File: src/rtl/cpu_mem_pkg.sv
// Shared definitions for the CPU memory-access stage: operation codes,
// FSM state encoding and default bus widths.
package cpu_mem_pkg;

  localparam int ADDR_W_DEF = 5;
  localparam int DATA_W_DEF = 8;

  typedef enum logic [1:0] {
    OP_LOAD  = 2'b00,
    OP_STORE = 2'b01,
    OP_SWAP  = 2'b10,
    OP_INC   = 2'b11
  } op_e;

  typedef enum logic [1:0] {
    ST_IDLE   = 2'b00,
    ST_ACCESS = 2'b01,
    ST_WRITE  = 2'b10,
    ST_RESP   = 2'b11
  } state_e;

endpackage

File: src/rtl/mem_access_unit.sv
// Memory-access stage: sequences LOAD/STORE/SWAP/INC against a 32x8 array
// with a combinational read port and a single-cycle write enable.
module mem_access_unit
  import cpu_mem_pkg::*;
#(
  parameter int ADDR_W = ADDR_W_DEF,
  parameter int DATA_W = DATA_W_DEF
) (
  input  logic              Clk,
  input  logic              Reset,
  input  logic              Req_valid,
  output logic              Req_ready,
  input  logic [1:0]        Req_op,
  input  logic [ADDR_W-1:0] Req_addr,
  input  logic [DATA_W-1:0] Req_data,
  output logic              Resp_valid,
  input  logic              Resp_ready,
  output logic [DATA_W-1:0] Resp_data,
  output logic              Resp_zero,
  output logic [ADDR_W-1:0] Mem_Address,
  output logic              Mem_En,
  output logic [DATA_W-1:0] Mem_Data_wr,
  input  logic [DATA_W-1:0] Mem_Data_rd
);

  state_e            state, state_nxt;
  op_e               op_q;
  logic [ADDR_W-1:0] addr_q;
  logic [DATA_W-1:0] data_q;
  logic [DATA_W-1:0] rd_q;
  logic [DATA_W-1:0] resp_q;
  logic              accept;

  function automatic logic [DATA_W-1:0] inc_wrap(input logic [DATA_W-1:0] v);
    return v + {{(DATA_W-1){1'b0}}, 1'b1};
  endfunction

  assign accept = Req_valid && (state == ST_IDLE);

  always_ff @(posedge Clk) begin
    if (Reset) state <= ST_IDLE;
    else       state <= state_nxt;
  end

  always_comb begin
    state_nxt = state;
    case (state)
      ST_IDLE:   if (accept) state_nxt = ST_ACCESS;
      ST_ACCESS: state_nxt = (op_q == OP_LOAD || op_q == OP_STORE) ? ST_RESP : ST_WRITE;
      ST_WRITE:  state_nxt = ST_RESP;
      ST_RESP:   if (Resp_ready) state_nxt = ST_IDLE;
      default:   state_nxt = ST_IDLE;
    endcase
  end

  // Request capture and response datapath; address/response are visible
  // outputs, so they get reset values, the internal operand registers do not.
  always_ff @(posedge Clk) begin
    if (Reset) begin
      addr_q <= '0;
      resp_q <= '0;
    end else begin
      case (state)
        ST_IDLE: begin
          if (accept) begin
            op_q   <= op_e'(Req_op);
            addr_q <= Req_addr;
            data_q <= Req_data;
          end
        end
        ST_ACCESS: begin
          rd_q <= Mem_Data_rd;
          if (op_q == OP_LOAD)       resp_q <= Mem_Data_rd;
          else if (op_q == OP_STORE) resp_q <= data_q;
        end
        ST_WRITE: begin
          resp_q <= (op_q == OP_SWAP) ? rd_q : inc_wrap(rd_q);
        end
        default: ;
      endcase
    end
  end

  always_comb begin
    Req_ready   = (state == ST_IDLE);
    Resp_valid  = (state == ST_RESP);
    Resp_data   = resp_q;
    Resp_zero   = (resp_q == '0);
    Mem_Address = addr_q;
    Mem_En      = 1'b0;
    Mem_Data_wr = '0;
    if (!Reset) begin
      if (state == ST_ACCESS && op_q == OP_STORE) begin
        Mem_En      = 1'b1;
        Mem_Data_wr = data_q;
      end else if (state == ST_WRITE) begin
        Mem_En      = 1'b1;
        Mem_Data_wr = (op_q == OP_SWAP) ? data_q : inc_wrap(rd_q);
      end
    end
  end

endmodule

File: config.mk
export PLATFORM = sky130hd
export DESIGN_NAME = mem_access_unit
export DESIGN_NICKNAME = d
export VERILOG_FILES = /design/src/rtl/cpu_mem_pkg.sv /design/src/rtl/mem_access_unit.sv
export SDC_FILE = /design/constraint.sdc
export NUM_CORES = 1
export LEC_CHECK = 0
export BUFFER_PORTS_ARGS = -buffer_cell sky130_fd_sc_hd__buf_2
export CAP_MARGIN = 20
export CORE_MARGIN = 1.5
export CORE_UTILIZATION = 51
export CTS_CLUSTER_DIAMETER = 120
export DETAILED_ROUTE_END_ITERATION = 6
export PLACE_DENSITY = 0.79
export RECOVER_POWER = 100
export SYNTH_ARGS = -nofsm -noshare
export SYNTH_HDL_FRONTEND = slang
export SYNTH_SLANG_ARGS = --single-unit
File: constraint.sdc
create_clock -name Clk -period 2.55 [get_ports Clk]
set_input_delay 0.6375 -clock Clk [delete_from_list [all_inputs] [get_ports Clk]]
set_output_delay 0.6375 -clock Clk [all_outputs]
set_load 0.01 [all_outputs]
==> results.txt <==
Post-Place Cell Area: 2100 sq um
fin crit period: 2530 ps
Clock Skew: 6.33 ps
Initial DRC Count: 118
die height: 62.7 microns
# port buffers: 51
ANT nets after route: 0
GR Overflow Total: 0
commonest non-fill, non-tap cell in the layout: buf_2
sequential share of the synthesized area: 46.3%
CP required: 1910 ps
Hold Fails Final Rpt: 0
routed vias: 1618
Max Fclk: 0.396 GHz
std cell rows: 21
Post-Route Setup TNS: 0 ps
largest net degree at the start of global routing: 20
Worst EP arrival: 1890 ps
Vias/cell: 5.58
CTS tree: done
clock latency at the later pin of the worst-skew pair: 330 ps
global-route wire length before repair: 6650 microns
max-slew violations: 0
worst-margin pin slew: 561 ps
max-cap violations: 0
post-placement worst setup slack: 249 ps
WL/cell: 15.6 microns
Net Count, Synth: 208
root buf cell: clkbuf_4
core area: 3360 sq um
worst-path maximum fanout: 5
Worst Hold Class: register to register
Post-synth EDFFs: 18
nets: 275
outcome: finished, final reports clean
Max-slew headroom: 62.6%
H-Tree Depth: 2
Async SR Flop Fraction: 0%
initial antenna violation count: 0
drt pass-1 iters: 5
P&R area growth vs syn: 28.7%
Post-Syn Area: 1820 sq um
Power Density: 926 nW/um^2
vias in the first global route: 1470
post-synthesis register bit count: 33
Inserted Clock Buffers: 5
n_diodes: 0
Final Core Density: 69.5%
RSZ-0062 raised after global routing: yes
Starting Density: 54.0%
dpl hpwl: 2950 microns
CP startpoint kind: register
Clock Tree Buf Depth: 2
Syn Inst Count: 176
clock slew at reported path FFs: 90 ps
Tcrit/Tclk final: 99.1%
library cells used by synthesis: 48
post-route cell area: 2340 sq um
Placer Congestion: 0.818
LEAKAGE: 0.976 nW
final wirelength: 4520 microns
Die Area: 3930 sq um
fin worst setup slack: 22.5 ps
Syn. warnings: 0
ratio of cells with drive above 1 in the final layout: 41.0%
CP Class: register to output pin
CP endpoint kind: output pin
Total GRT Usage: 21.8%
synthesized area per cell: 10.3 sq um
Max rail drop VDD: 548 uV
Final setup viols: 0
Ports: 52
clock sinks: 33
most frequent cells in the layout: buf_2, edfxtp_1, buf_4
DR DRC count: 0
Hold-fix buffers, CTS: 0
Die W: 62.7 microns
ys flop type: edfxtp_1
[per-layer routing]
metal	vias up	track usage [%]	wire [microns]
met3	8	5.05	246
met2	64	36.3	2340
met1	762	27.5	1850
met5	-	0	0
li1	784	-	-
met4	0	8.06	71
[metrics by stage]
stage / hold slack, ps / instances / power [mW]
3_3_place_gp: 440 / 268 / 1.74
3_5_place_dp: 445 / 268 / 1.76
4_1_cts: 458 / 280 / 2.05
5_1_grt: 451 / 290 / 2.32
6_report: 457 / 290 / 2.16
2_1_floorplan: 481 / 176 / 1.47
[logic make-up after synthesis]
kind of cell,synth area share [%]
multiplexers,6.82
adder cells (fa/ha/maj),3.45
AO/OA/AOI/OAI,15.7
buffers and inverters,5.72
AND/OR/NAND/NOR,18.6
XOR/XNOR,3.38
flip-flops,46.3
[final cells by class]
type	count	area, sq um
Fill cell	281	1030
Multi-Input combinational cell	125	957
Sequential cell	33	846
Timing Repair Buffer	68	387
Tap cell	46	57.6
Clock buffer	8	48.8
Inverter	10	40.0
[cell usage after synthesis, types with 2 or more instances]
library cell / instances / area (sq um)
buf_2: 2 / 10.0
nand4_1: 2 / 12.5
a211oi_1: 6 / 45.0
xnor2_1: 6 / 52.6
nor4_2: 2 / 25.0
nand2_1: 10 / 37.5
mux2_2: 3 / 33.8
nor2b_1: 2 / 12.5
o21a_1: 2 / 15.0
buf_6: 3 / 33.8
mux2i_1: 9 / 90.1
clkbuf_1: 4 / 15.0
edfxtp_1: 18 / 541
or4_1: 2 / 15.0
or3_1: 2 / 12.5
o21ai_0: 4 / 20.0
o31ai_1: 2 / 15.0
ha_1: 5 / 62.6
nand3_1: 6 / 30.0
nor3_1: 3 / 15.0
a21oi_1: 12 / 60.1
inv_1: 10 / 37.5
dfxtp_1: 15 / 300
nor2_1: 17 / 63.8
nor4_1: 2 / 12.5
and3_1: 2 / 12.5
nand3b_1: 2 / 15.0
a2bb2oi_1: 2 / 17.5
nand3_2: 2 / 20.0
[timing repair]
| action | CTS | global route |
|---|---|---|
| pin swaps | 1 | 5 |
| gates cloned | 1 | 1 |
| setup endpoints to repair | 8 | 8 |
| hold endpoints to repair | 0 | 0 |
| buffers inserted | 3 | 9 |
| resized for setup | 2 | 19 |
[where the power goes]
part / internal (mW) / switching (mW)
logic: 0.470 / 0.606
registers: 0.709 / 0.110
clock network: 0.110 / 0.159
total: 1.29 / 0.875
[final timing paths]
kind | from | to | slack [ps] | cells after the start
worst min register to register | Mem_Address[3] | Mem_Address[3] | 460 | 2
worst max-delay path | op_q[1] | Mem_Data_wr[4] | 20 | 5
worst max register to register | op_q[0] | Resp_data[3] | 720 | 5
worst min-delay path | Mem_Address[3] | Mem_Address[3] | 460 | 2
[worst max-delay path, stage by stage, from the launching register on]
cell	delay, ps
edfxtp_1	460
and2b_4	360
a21oi_4	80
or2_4	300
a211oi_2	210
buf_2	160
[sequential cells by signal, summed over array words and instances, names as in the netlist]
register and cells:
rd_q 8, data_q 8, op_q 2, Mem_Address 5, Resp_data 8, state 2
Note: power is estimated with default switching activity, not from simulation.
